**src/rtl/imgpad_pkg.sv**
```systemverilog
`default_nettype none
// ============================================================================
// imgpad_pkg -- shared FSM encoding and size helpers for imgpad_axis_tx
// Rev 1.0
// ============================================================================
package imgpad_pkg;

  localparam int STATE_W = 2;

  localparam logic [1:0] ST_IDLE = 2'd0;
  localparam logic [1:0] ST_PAD  = 2'd1;
  localparam logic [1:0] ST_DATA = 2'd2;

  // Counter width for a count of n, never narrower than one bit.
  function automatic int cnt_w(input int n);
    return (n > 1) ? $clog2(n) : 1;
  endfunction

  function automatic int pad_rows(input int img_height, input int crop_height);
    return img_height - crop_height;
  endfunction

endpackage
`default_nettype wire

```
**src/rtl/axis_skid_buf.sv**
```systemverilog
`default_nettype none
// ============================================================================
// axis_skid_buf -- 2-entry AXI4-Stream register slice with registered ready
// Rev 1.0
// ============================================================================
module axis_skid_buf #(
  parameter int WIDTH = 26
) (
  input  logic             clk,
  input  logic             rst_n,
  input  logic [WIDTH-1:0] s_data,
  input  logic             s_valid,
  output logic             s_ready,
  output logic [WIDTH-1:0] m_data,
  output logic             m_valid,
  input  logic             m_ready
);

  logic [WIDTH-1:0] out_data, out_data_nxt;
  logic             out_valid, out_valid_nxt;
  logic [WIDTH-1:0] skid_data, skid_data_nxt;
  logic             skid_valid, skid_valid_nxt;
  logic             ready_r;
  logic             push;

  assign push = s_valid && ready_r;

  // The skid entry only fills when the output register is held by backpressure.
  always_comb begin
    out_data_nxt   = out_data;
    out_valid_nxt  = out_valid;
    skid_data_nxt  = skid_data;
    skid_valid_nxt = skid_valid;
    if (!skid_valid) begin
      if (!out_valid || m_ready) begin
        out_valid_nxt = push;
        if (push) begin
          out_data_nxt = s_data;
        end
      end else if (push) begin
        skid_valid_nxt = 1'b1;
        skid_data_nxt  = s_data;
      end
    end else if (m_ready) begin
      out_data_nxt   = skid_data;
      skid_valid_nxt = 1'b0;
    end
  end

  always_ff @(posedge clk or negedge rst_n) begin
    if (!rst_n) begin
      out_data   <= '0;
      out_valid  <= 1'b0;
      skid_data  <= '0;
      skid_valid <= 1'b0;
      ready_r    <= 1'b0;
    end else begin
      out_data   <= out_data_nxt;
      out_valid  <= out_valid_nxt;
      skid_data  <= skid_data_nxt;
      skid_valid <= skid_valid_nxt;
      ready_r    <= !skid_valid_nxt;
    end
  end

  assign s_ready = ready_r;
  assign m_data  = out_data;
  assign m_valid = out_valid;

endmodule
`default_nettype wire

```
**src/rtl/imgpad_axis_tx.sv**
```systemverilog
`default_nettype none
// ============================================================================
// imgpad_axis_tx -- rebuilds full AXIS video frames from cropped rows, padding on top
// Rev 1.0
// ============================================================================
module imgpad_axis_tx
  import imgpad_pkg::*;
#(
  parameter int                DATA_W      = 24,
  parameter int                IMG_WIDTH   = 416,
  parameter int                IMG_HEIGHT  = 416,
  parameter int                CROP_HEIGHT = 416,
  parameter logic [DATA_W-1:0] PAD_VALUE   = '0
) (
  input  logic              clk,
  input  logic              rst_n,
  input  logic              enable,
  input  logic [DATA_W-1:0] s_pix_tdata,
  input  logic              s_pix_tvalid,
  output logic              s_pix_tready,
  output logic [DATA_W-1:0] m_axis_tdata,
  output logic              m_axis_tvalid,
  input  logic              m_axis_tready,
  output logic              m_axis_tuser,
  output logic              m_axis_tlast,
  output logic              frame_done
);

  localparam int CW       = cnt_w(IMG_WIDTH);
  localparam int RW       = cnt_w(IMG_HEIGHT);
  localparam int PAD_ROWS = pad_rows(IMG_HEIGHT, CROP_HEIGHT);
  localparam int PW       = DATA_W + 2;

  localparam logic [CW-1:0]      LAST_COL     = CW'(IMG_WIDTH - 1);
  localparam logic [RW-1:0]      LAST_ROW     = RW'(IMG_HEIGHT - 1);
  localparam logic [RW-1:0]      PAD_LAST_ROW = RW'((PAD_ROWS > 0) ? PAD_ROWS - 1 : 0);
  localparam logic [STATE_W-1:0] FIRST_STATE  = (PAD_ROWS > 0) ? ST_PAD : ST_DATA;

  if (CROP_HEIGHT > IMG_HEIGHT || CROP_HEIGHT < 1) begin : g_bad_crop
    $error("imgpad_axis_tx: CROP_HEIGHT must be in 1..IMG_HEIGHT");
  end

  logic [STATE_W-1:0] state;
  logic [CW-1:0]      gen_col, col;
  logic [RW-1:0]      gen_row, row;
  logic               frame_done_r;

  logic               in_valid, slice_ready, push;
  logic               gen_last_col, gen_last_row, pad_end, frame_end;
  logic [DATA_W-1:0]  beat_data;
  logic [PW-1:0]      in_payload, out_payload;
  logic               out_hs;

  // gen_* count beats entering the slice; col/row count beats leaving it.
  assign gen_last_col = (gen_col == LAST_COL);
  assign gen_last_row = (gen_row == LAST_ROW);
  assign pad_end      = gen_last_col && (gen_row == PAD_LAST_ROW);
  assign frame_end    = gen_last_col && gen_last_row;

  assign in_valid     = (state == ST_PAD) || ((state == ST_DATA) && s_pix_tvalid);
  assign push         = in_valid && slice_ready;
  assign s_pix_tready = (state == ST_DATA) && slice_ready;

  assign beat_data  = (state == ST_PAD) ? PAD_VALUE : s_pix_tdata;
  assign in_payload = {beat_data, (gen_col == '0) && (gen_row == '0), gen_last_col};

  always_ff @(posedge clk or negedge rst_n) begin
    if (!rst_n) begin
      state   <= ST_IDLE;
      gen_col <= '0;
      gen_row <= '0;
    end else begin
      case (state)
        ST_IDLE: if (enable) state <= FIRST_STATE;
        ST_PAD:  if (push && pad_end) state <= ST_DATA;
        ST_DATA: if (push && frame_end) state <= enable ? FIRST_STATE : ST_IDLE;
        default: state <= ST_IDLE;
      endcase
      if (push) begin
        if (gen_last_col) begin
          gen_col <= '0;
          gen_row <= gen_last_row ? '0 : gen_row + RW'(1);
        end else begin
          gen_col <= gen_col + CW'(1);
        end
      end
    end
  end

  axis_skid_buf #(
    .WIDTH (PW)
  ) u_slice (
    .clk     (clk),
    .rst_n   (rst_n),
    .s_data  (in_payload),
    .s_valid (in_valid),
    .s_ready (slice_ready),
    .m_data  (out_payload),
    .m_valid (m_axis_tvalid),
    .m_ready (m_axis_tready)
  );

  assign {m_axis_tdata, m_axis_tuser, m_axis_tlast} = out_payload;
  assign out_hs = m_axis_tvalid && m_axis_tready;

  always_ff @(posedge clk or negedge rst_n) begin
    if (!rst_n) begin
      col          <= '0;
      row          <= '0;
      frame_done_r <= 1'b0;
    end else begin
      frame_done_r <= out_hs && (col == LAST_COL) && (row == LAST_ROW);
      if (out_hs) begin
        if (col == LAST_COL) begin
          col <= '0;
          row <= (row == LAST_ROW) ? '0 : row + RW'(1);
        end else begin
          col <= col + CW'(1);
        end
      end
    end
  end

  assign frame_done = frame_done_r;

endmodule
`default_nettype wire

```
**config.mk**
```make
export PLATFORM = sky130hd
export DESIGN_NAME = imgpad_axis_tx
export DESIGN_NICKNAME = d
export VERILOG_FILES = /design/src/rtl/imgpad_pkg.sv /design/src/rtl/axis_skid_buf.sv /design/src/rtl/imgpad_axis_tx.sv
export SDC_FILE = /design/constraint.sdc
export NUM_CORES = 1
export LEC_CHECK = 0
export CAP_MARGIN = 0
export CORE_MARGIN = 8
export CORE_UTILIZATION = 42
export DETAILED_ROUTE_END_ITERATION = 10
export SLEW_MARGIN = 20
export SYNTH_ARGS = -nofsm -noshare
export SYNTH_HDL_FRONTEND = slang
export SYNTH_SLANG_ARGS = --single-unit
export TNS_END_PERCENT = 100
```
**constraint.sdc**
```tcl
create_clock -name clk -period 1.9 [get_ports clk]
set_input_delay 0.285 -clock clk [delete_from_list [all_inputs] [get_ports clk]]
set_output_delay 0.285 -clock clk [all_outputs]
set_load 0.01 [all_outputs]
```
==> results.json, run 1 <==
{
  "power_density_nw_per_um2": 1175,
  "synth_largest_area_cell": "dfrtp_1",
  "dr_wl_met3_microns": 574,
  "grt_pass1_vias": 3244,
  "finalCriticalPeriod_ps": 1783,
  "rrSetupSlack_ps": 120,
  "fmax_ghz": 0.5610,
  "first_pass_iters": 4,
  "routed-wl-met2_microns": 4269,
  "crit_path_start_kind": "flop",
  "crit_path_max_fanout": 5,
  "synth-edff-count": 0,
  "synth_ff_type": "dfrtp_1",
  "fin_ws_ps": 117.4,
  "cts-resized-gates": 0,
  "crit_arrival_ps": 2070,
  "die_y_microns": 116.6,
  "ys_warn_count": 0,
  "finalSetupViolCount": 0,
  "drive_above_1_share_pct": 9.922,
  "syn-num-nets": 469,
  "hp-class": "input pin to asynchronous set/reset pin",
  "drv_slew": 0,
  "viasPerCell": 5.042,
  "fin_nets": 544,
  "dp_hpwl_microns": 6654,
  "async_reset_ff_share_pct": 100.0,
  "reg2reg_to": "row[7]",
  "die_w_microns": 116.6,
  "fin_tns_setup_ps": 0,
  "syn_avg_cell_area_sq_um": 9.793,
  "drcViolationCount": 0,
  "gp_congestion": 0.8114,
  "vias": 3262,
  "worstSetupEndpointType": "flop",
  "synth-seq-area-share_pct": 54.75,
  "grtUsageTotal_pct": 14.61,
  "dieArea_sq_um": 13590,
  "ant_nets": 0,
  "wl_met1_microns": 4333,
  "cts_tree": "built",
  "r2r_cells": 4,
  "ys_types": 38,
  "slew_headroom_pct": 67.29,
  "initial_utilization_pct": 43.28,
  "cp_data_required_time_ps": 2190,
  "cts_buffers": 9,
  "synth.most_common_cell": "nand2_1",
  "crit_start": "col[6]",
  "core_area_sq_um": 9819,
  "synth_top_area_share_pct": 54.75,
  "crit_path_top_delay_cell": "dfrtp_1",
  "grt_max_degree": 42,
  "dpl-instance-area_sq_um": 5145,
  "worst_pin_slew_ps": 490.7,
  "highest_layer": "met4",
  "rsz0062_at_grt": "no",
  "cts_max_level": 3,
  "cts_root_buffer": "clkbuf_8",
  "r2r-start": "col[6]",
  "grt.overflow.total": 0,
  "antenna_cells": 0,
  "worst_ir_drop_vdd_v": 0.0006054,
  "wl_per_cell_microns": 14.32,
  "drt_wl_total_microns": 9265,
  "maxCapViolCount": 0,
  "syn_to_final_growth_pct": 25.79,
  "crit_chain": "or3b_4, or3_4, or3_1, o21ai_0",
  "grt_pass1_wl_microns": 15730,
  "worst_path_largest_cell_delay_ps": 440,
  "clk_latency_ps": 360,
  "ys_ff_latch": 93,
  "path_class": "flop to flop",
  "fp-row-count": 36,
  "fin_worst_skew_ps": 14.06,
  "syn_area_sq_um": 4250,
  "io_pins": 58,
  "antenna_found_initial": 0,
  "design_area_sq_um": 5346,
  "status": "completed",
  "clk_pin_slew_ps": 100,
  "cts.sink_count": 93,
  "synth_area_leaders": "dfrtp_1, nand2_1, mux2i_1",
  "port_buffers": 57,
  "p_leak_nw": 2.354,
  "clockBufferDepth": 2,
  "final.period_utilization_pct": 93.82,
  "finalPower_mw": 6.281,
  "syn_inst": 434,
  "hold_violations": 0,
  "dr.first_iter.drc_count": 119,
  "synth_common_cells": "nand2_1, dfrtp_1, o21ai_0",
  "post-place-ws_ps": -67.90
}
layer usage:
metal / GRT usage, % / vias up
li1: - / 1631
met5: 0 / -
met4: 3.584 / 0
met1: 18.69 / 1553
met2: 23.07 / 69
met3: 5.274 / 9
repair_timing:
item,in CTS,in global routing
hold endpoints to repair,35,0
buffers inserted,0,0
setup endpoints to repair,0,1
hold buffers,1,0
power by group:
| group | switching [mW] | total [mW] | internal, mW |
|---|---|---|---|
| registers | 0.464 | 3.08 | 2.61 |
| clock network | 0.741 | 1.28 | 0.537 |
| logic | 0.903 | 1.93 | 1.02 |
| total | 2.11 | 6.28 | 4.17 |
state kept, by name, indices dropped and copies added, names as in the netlist:
signal and flops:
col 9, frame_done 1, gen_col 9, gen_row 9, row 9, state 1, u_slice.m_data 26, u_slice.m_valid 1
u_slice.s_ready 1, u_slice.skid_data 26, u_slice.skid_valid 1
how the worst max path moves through the flow:
stage	endpoint	slack [ps]	cells past startpoint
2_1_floorplan	row[1]	180	4
3_3_place_gp	row[7]	-80	5
3_5_place_dp	row[7]	-70	5
4_1_cts	row[7]	110	5
5_1_grt	row[7]	10	5
6_report	row[7]	120	4
logic make-up (layout without fill, tap and decap cells):
kind of cell | count (synthesis) | count (layout) | synth area share (%)
AO/OA/AOI/OAI | 57 | 57 | 7.389
flip-flops | 93 | 93 | 54.75
adder cells (fa/ha/maj) | 6 | 6 | 1.766
buffers and inverters | 28 | 108 | 2.620
AND/OR/NAND/NOR | 202 | 202 | 22.58
multiplexers | 30 | 30 | 7.183
XOR/XNOR | 18 | 18 | 3.709
critical path, delay by kind of cell, from the launching register on:
kind / cells / cell delay [ps]
AOI/OAI and AO/OA: 1 / 80
DFF: 1 / 440
and+or+nand+nor: 3 / 1190
cells in the final DEF, fill, tap and decap left out, types with 2 or more instances in the layout:
cell | netlist | routed
o21ai_0 | 43 | 43
nand4_1 | 14 | 14
nand3_1 | 12 | 12
xnor2_1 | 14 | 14
mux2_2 | 4 | 4
mux2i_1 | 26 | 26
nand2_1 | 127 | 127
and4_1 | 3 | 3
inv_6 | 0 | 3
xor2_1 | 4 | 4
a21oi_1 | 5 | 5
inv_1 | 12 | 12
nor2_1 | 9 | 9
o41ai_1 | 2 | 2
or4_1 | 2 | 2
nor2b_1 | 2 | 2
clkbuf_8 | 0 | 10
a21o_1 | 2 | 2
and3_1 | 5 | 5
dfrtp_1 | 93 | 92
nor3_1 | 5 | 5
or3_1 | 4 | 4
nor4b_1 | 2 | 2
and4bb_2 | 2 | 2
buf_12 | 0 | 3
nor4_1 | 6 | 6
ha_1 | 6 | 6
a211o_1 | 2 | 2
and2_1 | 2 | 2
buf_4 | 0 | 20
clkdlybuf4s50_1 | 0 | 56
stage by stage:
step / cells / utilization (%) / hold WS (ps)
2_1_floorplan: 434 / - / -10.59
3_3_place_gp: 630 / 52.40 / 292.0
3_5_place_dp: 630 / 52.40 / 289.4
4_1_cts: 647 / 54.45 / 432.5
5_1_grt: 647 / 54.45 / 453.8
6_report: 647 / 54.45 / 428.8
cell type report:
type                    count  area, sq um
fillers                   936         4473
flip-flops and latches     93         2328
multi-input cells         313         1834
repair buffers             80        780.7
well taps                 133        166.4
clock buffers              10        137.6
clock inverters             6        53.80
inverters                  12        45.04
Note: power is estimated with default switching activity, not from simulation.
==> run 2, diff against run 1 <==
CAP_MARGIN = unset   (was 0)
CORE_ASPECT_RATIO = 1.2   (was unset)
==> results.json, run 2 (synthesis gave the netlist of run 1 again) <==
{
  "status": "completed",
  "clockPowerShare_pct": 25.7,
  "final_util_pct": 54.43,
  "place_inst": 623,
  "finalPower_mw": 6.715,
  "hold_violations": 0,
  "drt_wl_total_microns": 9352,
  "hp-class": "flop to flop",
  "layout_commonest_cell": "nand2_1",
  "antenna_found_initial": 0,
  "share_seq_of_total_power_pct": 45.8,
  "initial_utilization_pct": 42.68,
  "worst_path_largest_cell_delay_ps": 420,
  "n_fill_cell": 929,
  "p_sw_mw": 2.068,
  "cts_buffers": 9,
  "fin_tns_setup_ps": 0,
  "finalCriticalPeriod_ps": 1790,
  "path_class": "flop to flop",
  "syn_to_final_growth_pct": 27.55,
  "antenna_cells": 0,
  "worst_pin_slew_ps": 489.5,
  "grtUsageTotal_pct": 14.54,
  "dp_hpwl_microns": 6585,
  "p_int_mw": 4.646,
  "power_density_nw_per_um2": 1239,
  "final_cell_mix": "nand2_1, dfrtp_1, clkdlybuf4s50_1, o21ai_0, mux2i_1",
  "drive_above_1_share_pct": 8.967,
  "drv_slew": 0,
  "dr.first_iter.drc_count": 135,
  "slew_headroom_pct": 67.37,
  "cts.sink_count": 93,
  "combPwrFrac_pct": 28.6,
  "grt_max_degree": 49,
  "clk_latency_ps": 340,
  "cts_root_buffer": "clkbuf_16",
  "vias": 3258,
  "worst_ir_drop_vdd_v": 0.0005937,
  "crit_path_top_delay_cell": "dfrtp_1",
  "first_pass_iters": 4,
  "crit_path_max_fanout": 5,
  "die_y_microns": 126.2,
  "post-place-ws_ps": 36.23,
  "p_leak_nw": 2.391,
  "fin_ws_ps": 109.7,
  "wl_per_cell_microns": 14.64,
  "dieArea_sq_um": 13610,
  "io_pins": 58,
  "fin_nets": 544,
  "cts-resized-gates": 0,
  "maxCapViolCount": 0,
  "crit_chain": "ha_1, and4_1, nand4_1, nor3_1, mux2_2",
  "crit_path_start_kind": "flop",
  "core_area_sq_um": 9960,
  "clk_pin_slew_ps": 60,
  "ant_nets": 0,
  "clockBufferDepth": 2,
  "worstSetupEndpointType": "flop",
  "final_cells": 639,
  "fp-row-count": 40,
  "switching_share_pct": 30.80,
  "port_buffers": 57,
  "grt.overflow.total": 0,
  "die_w_microns": 107.8,
  "fmax_ghz": 0.5586,
  "grt_pass1_vias": 3293,
  "final.period_utilization_pct": 94.23,
  "gp_congestion": 0.7970,
  "rsz0062_at_grt": "no",
  "cp_data_required_time_ps": 2120,
  "fin_worst_skew_ps": 4.779,
  "cts_tree": "built",
  "finalSetupViolCount": 0,
  "viasPerCell": 5.099,
  "drcViolationCount": 0,
  "crit_arrival_ps": 2010,
  "grt_pass1_wl_microns": 15910,
  "cts_max_level": 3
}
run 2: timing repair:
item,4_1_cts,5_1_grt
setup buffers,0,0
hold endpoints to repair,35,0
hold buffers,1,0
run 2: final timing paths:
| path | to | slack (ps) | start | depth (start not counted) |
|---|---|---|---|---|
| min in group asynchronous | u_slice.m_data[6] | 490 | rst_n | 2 |
| min | u_slice.skid_data[22] | 470 | u_slice.skid_data[22] | 2 |
| min reg2reg | u_slice.skid_data[22] | 470 | u_slice.skid_data[22] | 2 |
| max reg2reg | gen_row[5] | 110 | gen_col[0] | 5 |
| max | gen_row[5] | 110 | gen_col[0] | 5 |
| max in group asynchronous | col[1] | 830 | rst_n | 3 |
run 2: critical path: cells and delay by family, from the launching register on:
| family | cells | cell delay [ps] |
|---|---|---|
| muxes | 1 | 370 |
| and+or+nand+nor | 3 | 660 |
| adders and majority gates | 1 | 240 |
| DFF | 1 | 420 |
run 2: per-layer routing:
layer,GRT usage [%],part of all wire [%],vias to the layer above
li1,-,-,1632
met1,17.86,47,1565
met2,22.84,47,48
met3,4.133,3.9,13
met4,6.956,2.0,0
met5,0,0,-
run 2: layout make-up:
class	instances	area (sq um)	share of cell area, %
multi-input cells	313	1834	33.83
repair buffers	80	780.7	14.40
clock buffers	13	240.2	4.431
well taps	126	157.7	2.908
clock inverters	2	35.03	0.6462
flip-flops and latches	93	2328	42.95
inverters	12	45.04	0.8308
run 2: metrics by stage:
step,area [sq um],hold WS (ps)
floorplan,4250,-10.59
global placement,5136,286.7
detailed placement,5136,285.5
CTS,5421,477.6
global route,5421,493.9
finish,5421,473.0
run 2: power groups by stage:
stage          clock network (mW)  registers (mW)  logic (mW)
6_report                     1.72            3.07        1.92
5_1_grt                      1.83            3.16        2.15
4_1_cts                      1.76            3.08        1.96
3_5_place_dp                    0            3.10        1.95
3_3_place_gp                    0            3.09        1.92
2_1_floorplan                   0            3.12       0.880
==> run 3, diff against run 2 <==
TNS_END_PERCENT = unset   (was 100)
==> results of run 3 <==
Same layout as run 2: the final DEF is identical, and so are final timing and power.
